$ cat src/rtl/clk_period_monitor.sv
// clk_period_monitor: measures each period of an asynchronous clock in reference-clock cycles,
// tracks min/max, checks a period window and flags loss of clock. CLK_MON_DUTY_EN adds high-time capture.
module clk_period_monitor #(
  parameter int CNT_W       = 16,
  parameter int SYNC_STAGES = 2,
  parameter int TIMEOUT     = 4096
) (
  input  logic             clk,
  input  logic             rst_n,
  input  logic             en,
  input  logic             clr,
  input  logic             mon_clk,
  input  logic [CNT_W-1:0] exp_min,
  input  logic [CNT_W-1:0] exp_max,
  output logic [CNT_W-1:0] period,
  output logic             period_vld,
  output logic [CNT_W-1:0] period_min,
  output logic [CNT_W-1:0] period_max,
  output logic             out_of_range,
  output logic [7:0]       err_cnt,
  output logic             lost,
  output logic [CNT_W-1:0] high_time
);
  localparam logic [CNT_W-1:0] CNT_MAX   = '1;
  localparam logic [CNT_W-1:0] TIMEOUT_C = CNT_W'(TIMEOUT);

  typedef enum logic [1:0] {IDLE, ARM, RUN, LOST} state_t;
  state_t state, state_nxt;

  logic [SYNC_STAGES-1:0] sync_q;
  logic                   sync_d;
  logic                   sync;
  logic                   edge_det;
  logic [CNT_W-1:0]       cnt, cnt_nxt;
  logic                   sample;
  logic                   in_window;

  function automatic logic [CNT_W-1:0] sat_inc(input logic [CNT_W-1:0] v);
    return (v == CNT_MAX) ? v : v + CNT_W'(1);
  endfunction

  function automatic logic [7:0] sat_inc8(input logic [7:0] v);
    return (v == 8'hFF) ? v : v + 8'd1;
  endfunction

  assign sync      = sync_q[SYNC_STAGES-1];
  assign edge_det  = sync && !sync_d;
  assign in_window = (cnt >= exp_min) && (cnt <= exp_max);
  assign lost      = (state == LOST);

  always_comb begin
    state_nxt = state;
    cnt_nxt   = sat_inc(cnt);
    sample    = 1'b0;
    if (!en) begin
      state_nxt = IDLE;
      cnt_nxt   = '0;
    end else begin
      case (state)
        IDLE: begin
          state_nxt = ARM;
          cnt_nxt   = '0;
        end
        ARM, LOST: begin
          if (edge_det) begin
            state_nxt = RUN;
            cnt_nxt   = CNT_W'(1);
          end else if (state == ARM && cnt == TIMEOUT_C) begin
            state_nxt = LOST;
          end
        end
        RUN: begin
          // An edge coinciding with the timeout is a valid period, not a loss.
          if (edge_det) begin
            sample  = 1'b1;
            cnt_nxt = CNT_W'(1);
          end else if (cnt == TIMEOUT_C) begin
            state_nxt = LOST;
          end
        end
        default: state_nxt = IDLE;
      endcase
    end
  end

  always_ff @(posedge clk or negedge rst_n) begin
    if (!rst_n) begin
      state        <= IDLE;
      sync_q       <= '0;
      sync_d       <= 1'b0;
      cnt          <= '0;
      period       <= '0;
      period_vld   <= 1'b0;
      period_min   <= CNT_MAX;
      period_max   <= '0;
      out_of_range <= 1'b0;
      err_cnt      <= '0;
    end else begin
      state      <= state_nxt;
      sync_q     <= {sync_q[SYNC_STAGES-2:0], mon_clk};
      sync_d     <= sync;
      cnt        <= cnt_nxt;
      period_vld <= sample;
      if (sample) period <= cnt;
      // A sample landing with clr is reported but not folded into the fresh statistics.
      if (clr) begin
        period_min   <= CNT_MAX;
        period_max   <= '0;
        out_of_range <= 1'b0;
        err_cnt      <= '0;
      end else if (sample) begin
        if (cnt < period_min) period_min <= cnt;
        if (cnt > period_max) period_max <= cnt;
        if (!in_window) begin
          out_of_range <= 1'b1;
          err_cnt      <= sat_inc8(err_cnt);
        end
      end
    end
  end

`ifdef CLK_MON_DUTY_EN
  logic [CNT_W-1:0] hcnt;

  // hcnt restarts at 1 on the edge because the edge cycle itself is a high cycle.
  always_ff @(posedge clk or negedge rst_n) begin
    if (!rst_n) begin
      hcnt      <= '0;
      high_time <= '0;
    end else begin
      if (!en)           hcnt <= '0;
      else if (edge_det) hcnt <= CNT_W'(1);
      else if (sync)     hcnt <= sat_inc(hcnt);
      if (sample) high_time <= hcnt;
    end
  end
`else
  assign high_time = '0;
`endif

endmodule

$ cat config.mk
export PLATFORM = sky130hd
export DESIGN_NAME = clk_period_monitor
export DESIGN_NICKNAME = d
export VERILOG_FILES = /design/src/rtl/clk_period_monitor.sv
export SDC_FILE = /design/constraint.sdc
export NUM_CORES = 1
export LEC_CHECK = 0
export BUFFER_PORTS_ARGS = -buffer_cell sky130_fd_sc_hd__buf_4
export CORE_UTILIZATION = 50
export DETAILED_ROUTE_END_ITERATION = 8
export PLACE_DENSITY = 0.74
export RECOVER_POWER = 50
export SYNTH_ARGS = -nofsm -noshare
export SYNTH_HDL_FRONTEND = slang
export SYNTH_SLANG_ARGS = --single-unit
$ cat constraint.sdc
create_clock -name clk -period 7 [get_ports clk]
set_input_delay 1.4 -clock clk [delete_from_list [all_inputs] [get_ports clk]]
set_output_delay 1.4 -clock clk [all_outputs]
set_load 0.1 [all_outputs]
-- Word level (Yosys, flattened, before mapping)
Index checks and enable logic that the tools add are counted.
- add/subtract/negate cells: 2
- magnitude comparators: 4
- eq/ne operators: 12
- muxes and demuxes: 26
- reductions and logical operators: 15
- operators by type and width (operator ; count):
    $mux W16 ; 9
    $mux W8 ; 4
    $pmux W16 S2 ; 1
    $add A16 B1 Y16 const B ; 1
    $eq A16 B13 Y1 const B ; 1
    $eq A16 B16 Y1 const B ; 1
    $ge A16 B16 Y1 ; 1
    $gt A16 B16 Y1 ; 1
    $le A16 B16 Y1 ; 1
    $lt A16 B16 Y1 ; 1
    $mux W2 ; 5
    $add A8 B1 Y8 const B ; 1
    $eq A8 B8 Y1 const B ; 1
    $ne A4 B4 Y1 const B ; 2
    $mux W1 ; 6
    $ne A3 B3 Y1 const B ; 2
    $pmux W2 S3 ; 1
    $reduce_and A2 Y1 ; 3
    $reduce_and A3 Y1 ; 2
    $reduce_bool A2 Y1 ; 3
    $eq A2 B2 Y1 const B ; 2
    $ne A2 B2 Y1 const B ; 2
    $logic_and A1 B1 Y1 ; 3
    $reduce_or A3 Y1 ; 1
    4 further kinds ; 4
- bits in registers: 79
- bits of input ports: 37
- output and inout port bits: 75
- word-level logic and storage cells: 69

-- Longest topological paths before layout
- depth after elaboration: 7
- gate-level depth with buffers: 10
- depth with buffers taken out: 8

-- Least setup slack after synthesis
No wires, ideal clock.
- kind: input to register
- from: input exp_min[0]
- to: register err_cnt[6]
- setup time: 0.125 ns
- arrival: 3.121 ns
- data required time: 6.875 ns
- path slack: 3.754 ns
- stages: 7
- path buffers: 0
- cell sequence: ha_1 nand2b_1 a2111o_1 a32oi_1 nand3_2 a21oi_1 mux2_2
- word-level cells in the longest chain between the ends: 4
- ends and longest elaborated chain (what ; RTL line ; source):
    start: declaration ; 13 ; input logic [CNT_W-1:0] exp_min,
    $ge A16 B16 Y1 ; 48 ; assign in_window = (cnt >= exp_min) && (cnt <= exp_max);
    $logic_and A1 B1 Y1 ; 48 ;
    $ne A2 B2 Y1 (no line) ; -- ;
    $reduce_and A3 Y1 (no line) ; -- ;
    end signal: assignment ; 116 ; err_cnt <= sat_inc8(err_cnt);
    end: declaration ; 20 ; output logic [7:0] err_cnt,
Every way passes these cells.
A chain may end at the register's enable or synchronous reset.

-- Final worst setup path
- from: input en
- to: register period_max[10]
- word-level cells in the longest chain between the ends: 3
- ends and longest elaborated chain (what ; RTL line ; source):
    start: declaration ; 10 ; input logic en,
    $mux W1 ; 55 ; if (!en) begin
    $reduce_bool A2 Y1 (no line) ; -- ;
    $reduce_and A2 Y1 (no line) ; -- ;
    end signal: assignment ; 113 ; if (cnt > period_max) period_max <= cnt;
    end: declaration ; 18 ; output logic [CNT_W-1:0] period_max,
Every way passes these cells.

==> metrics.md <==
| Metric | Value |
|---|---|
| Fin crit period | 3.64 ns |
| Seq/Total Area, Yosys | 36.6% |
| WL/cell | 15.8 um |
| Total number of vias | 4558 |
| Synthesized flop and latch total | 79 |
| Global-route wire length before repair | 21400 um |
| Final Setup Violations | 0 |
| GRT overflow | 0 |
| CTS resizes | 0 |
| Nets | 788 |
| Io pins | 112 |
| Most frequent cells in the layout | nand2_1, buf_4, inv_1 |
| Peak supply drop | 0.0000855 V |
| Clk sinks | 79 |
| Number of global-route vias before repair | 4479 |
| Outcome | finished, final reports clean |
| Mapped Area | 5450 um^2 |
| Chip height | 106 um |
| Initial core utilization | 52.1% |
| Worst hold path class | reg -> reg |
| Longest Clk Path Bufs | 2 |
| CTS HTree Levels | 3 |
| Power density cells | 153 nW/um^2 |
| Clock-pin slew on the worst setup and hold paths | 0.08 ns |
| Final Hold Fails | 0 |
| Pin count of the biggest net entering global routing | 80 |
| Fmax | 274 MHz |
| DRC viols | 0 |
| RSZ-0062 raised after global routing | no |
| Relative slew slack | 33.5% |
| Routed WL | 13100 um |
| Synth Flop Type | dfrtp_1 |
| GPL Wtd Cong | 0.864 |
| DP HPWL | 9470 um |
| Crit path launch type | input pin |
| Post-synthesis compound-gate area fraction | 15.1% |
| Syn. warnings | 0 |
| Measured slew at the worst slew-check pin | 0.998 ns |
| Port Buffer Count | 95 |
| DRT iter0 DRCs | 287 |
| Initial antenna violation count | 0 |
| TritonRoute pass-1 iters | 5 |
| XOR/XNOR Fraction of Synth Area | 1.93% |
| Sum of negative setup slack | 0 ns |
| Req. time, crit path | 7.28 ns |
| Most common cell after layout, fill and taps aside | nand2_1 |
| Post-CTS Setup Bufs | 0 |
| Hold_buf cts | 0 |
| FILL cells | 927 |
| Row count | 37 |
| Multiplexer area fraction after synthesis | 4.11% |
| CTS tree | yes |
| Post-synth top area cell | dfrtp_1 |
| Layout cells sized above 1 | 21.3% |
| Chip width | 106 um |
| CTS Buf Count | 9 |
| Worst setup path class | in -> reg |
| Fraction of registers with async set/reset | 100% |
| Fin util | 60.8% |
| Critical Path End Type | flop |
| Post-route clock period utilization | 52.1% |
| Netlist cell types | 61 |
| Top post-synthesis cells by area | dfrtp_1, ha_1, dfstp_2 |
| Post-Synth Adder-Cell Area | 15.1% |
| Fin. max-slew vios | 0 |
| Mapped Cells | 606 |
| Pleak | 3.30 nW |
| Top cell type's share of synthesized area | 28.9% |
| Synthesis-to-finish area growth | 16.6% |
| CP arrival | 3.93 ns |
| Via density | 5.52 |
| Total power | 0.973 mW |
| Largest family of logic cells by synthesized area | simple AND/OR/NAND/NOR gates |
| Global-route usage over all layers | 24.1% |
| Core area | 10500 um^2 |
| Routed Antenna Nets | 0 |
| Synth Area in Simple Gates | 17.6% |
| EDFF count, synth | 0 |
| Post-synthesis area per instance | 9.00 um^2 |
| Later-pin clock latency in the skew report | 0.37 ns |
| Clock root buffer | clkbuf_8 |
| Worst clock skew | 0.0123 ns |
| WHS | 0.355 ns |
| Die area | 11300 um^2 |
| CP Max Fanout | 29 |
| Max Cap Viol | 0 |
| Antenna Diode Count | 0 |
==> state kept, by name (all words and copies together), names as in the netlist <==
name,flops
cnt,16
period,16
period_max,16
period_min,16
err_cnt,8
state,2
sync_q,2
out_of_range,1
period_vld,1
sync_d,1
==> routing by layer <==
layer,GRT usage (%),wire length (um)
met1,31.8,5790
met2,39.9,6280
met3,4.11,776
met4,8.61,234
met5,0,0
==> synthesized netlist by cell type, types with 16 or more instances <==
| library cell | n |
|---|---|
| nand2_1 | 98 |
| inv_1 | 68 |
| ha_1 | 66 |
| dfrtp_1 | 63 |
| o211ai_1 | 33 |
| nor2_1 | 28 |
| a21oi_1 | 25 |
| buf_4 | 17 |
| clkbuf_1 | 17 |
| dfstp_2 | 16 |
| mux2i_1 | 16 |
==> worst paths after layout <==
check | start | to | slack [ns] | cells past startpoint
hold / removal | sync_q[0]$_DFF_PN0_ | sync_q[1]$_DFF_PN0_ | 0.36 | 0
min in group asynchronous | rst_n | period_max[12]$_DFFE_PN0P_ | 1.17 | 1
max in group asynchronous | rst_n | sync_q[0]$_DFF_PN0_ | 5.15 | 1
setup / recovery | en | period_max[10]$_DFFE_PN0P_ | 3.36 | 7
setup reg to reg | cnt[14]$_DFFE_PN0P_ | err_cnt[6]$_DFFE_PN0P_ | 4.02 | 7
hold reg to reg | sync_q[0]$_DFF_PN0_ | sync_q[1]$_DFF_PN0_ | 0.36 | 0
==> power by group <==
group	internal (mW)	leakage [nW]	total, mW	switching (mW)
Combinational	0.0298	2.15	0.118	0.0882
Sequential	0.461	1.04	0.466	0.00479
Clock	0.206	0.112	0.390	0.184
Total	0.696	3.30	0.973	0.277
==> stage by stage <==
step	std cells	setup slack [ns]	cell area, um^2
6_report	826	3.36	6360
5_1_grt	826	3.08	6360
4_1_cts	826	3.72	6370
3_5_place_dp	810	3.33	6150
3_3_place_gp	810	3.46	6150
2_1_floorplan	621	3.75	5510
==> cell families (layout without fill, tap and decap cells) <==
kind of cell,after synthesis,after routing
and+or+nand+nor,201,201
AOI/OAI and AO/OA,114,114
buffers and inverters,112,181
DFF,79,79
adders and majority gates,66,66
muxes,21,21
xor gates and xnor gates,12,12
other,1,16
==> layout make-up <==
class                   count  area (um^2)  area share, %
clock inverters             7          105           1.65
clock buffers               9          124           1.95
repair buffers             96          717           11.3
multi-input cells         430         2990           47.0
flip-flops and latches     79         2000           31.4
inverters                  69          259           4.07
well taps                 136          170           2.68
==> critical path: stages <==
cell and delay [ns]:
clkbuf_1 0.13, nand2_1 0.06, or3_1 0.69, inv_1 0.47, o21ai_0 0.26, a31oi_4 0.64
mux2i_1 0.26
Note: power is estimated with default switching activity, not from simulation.
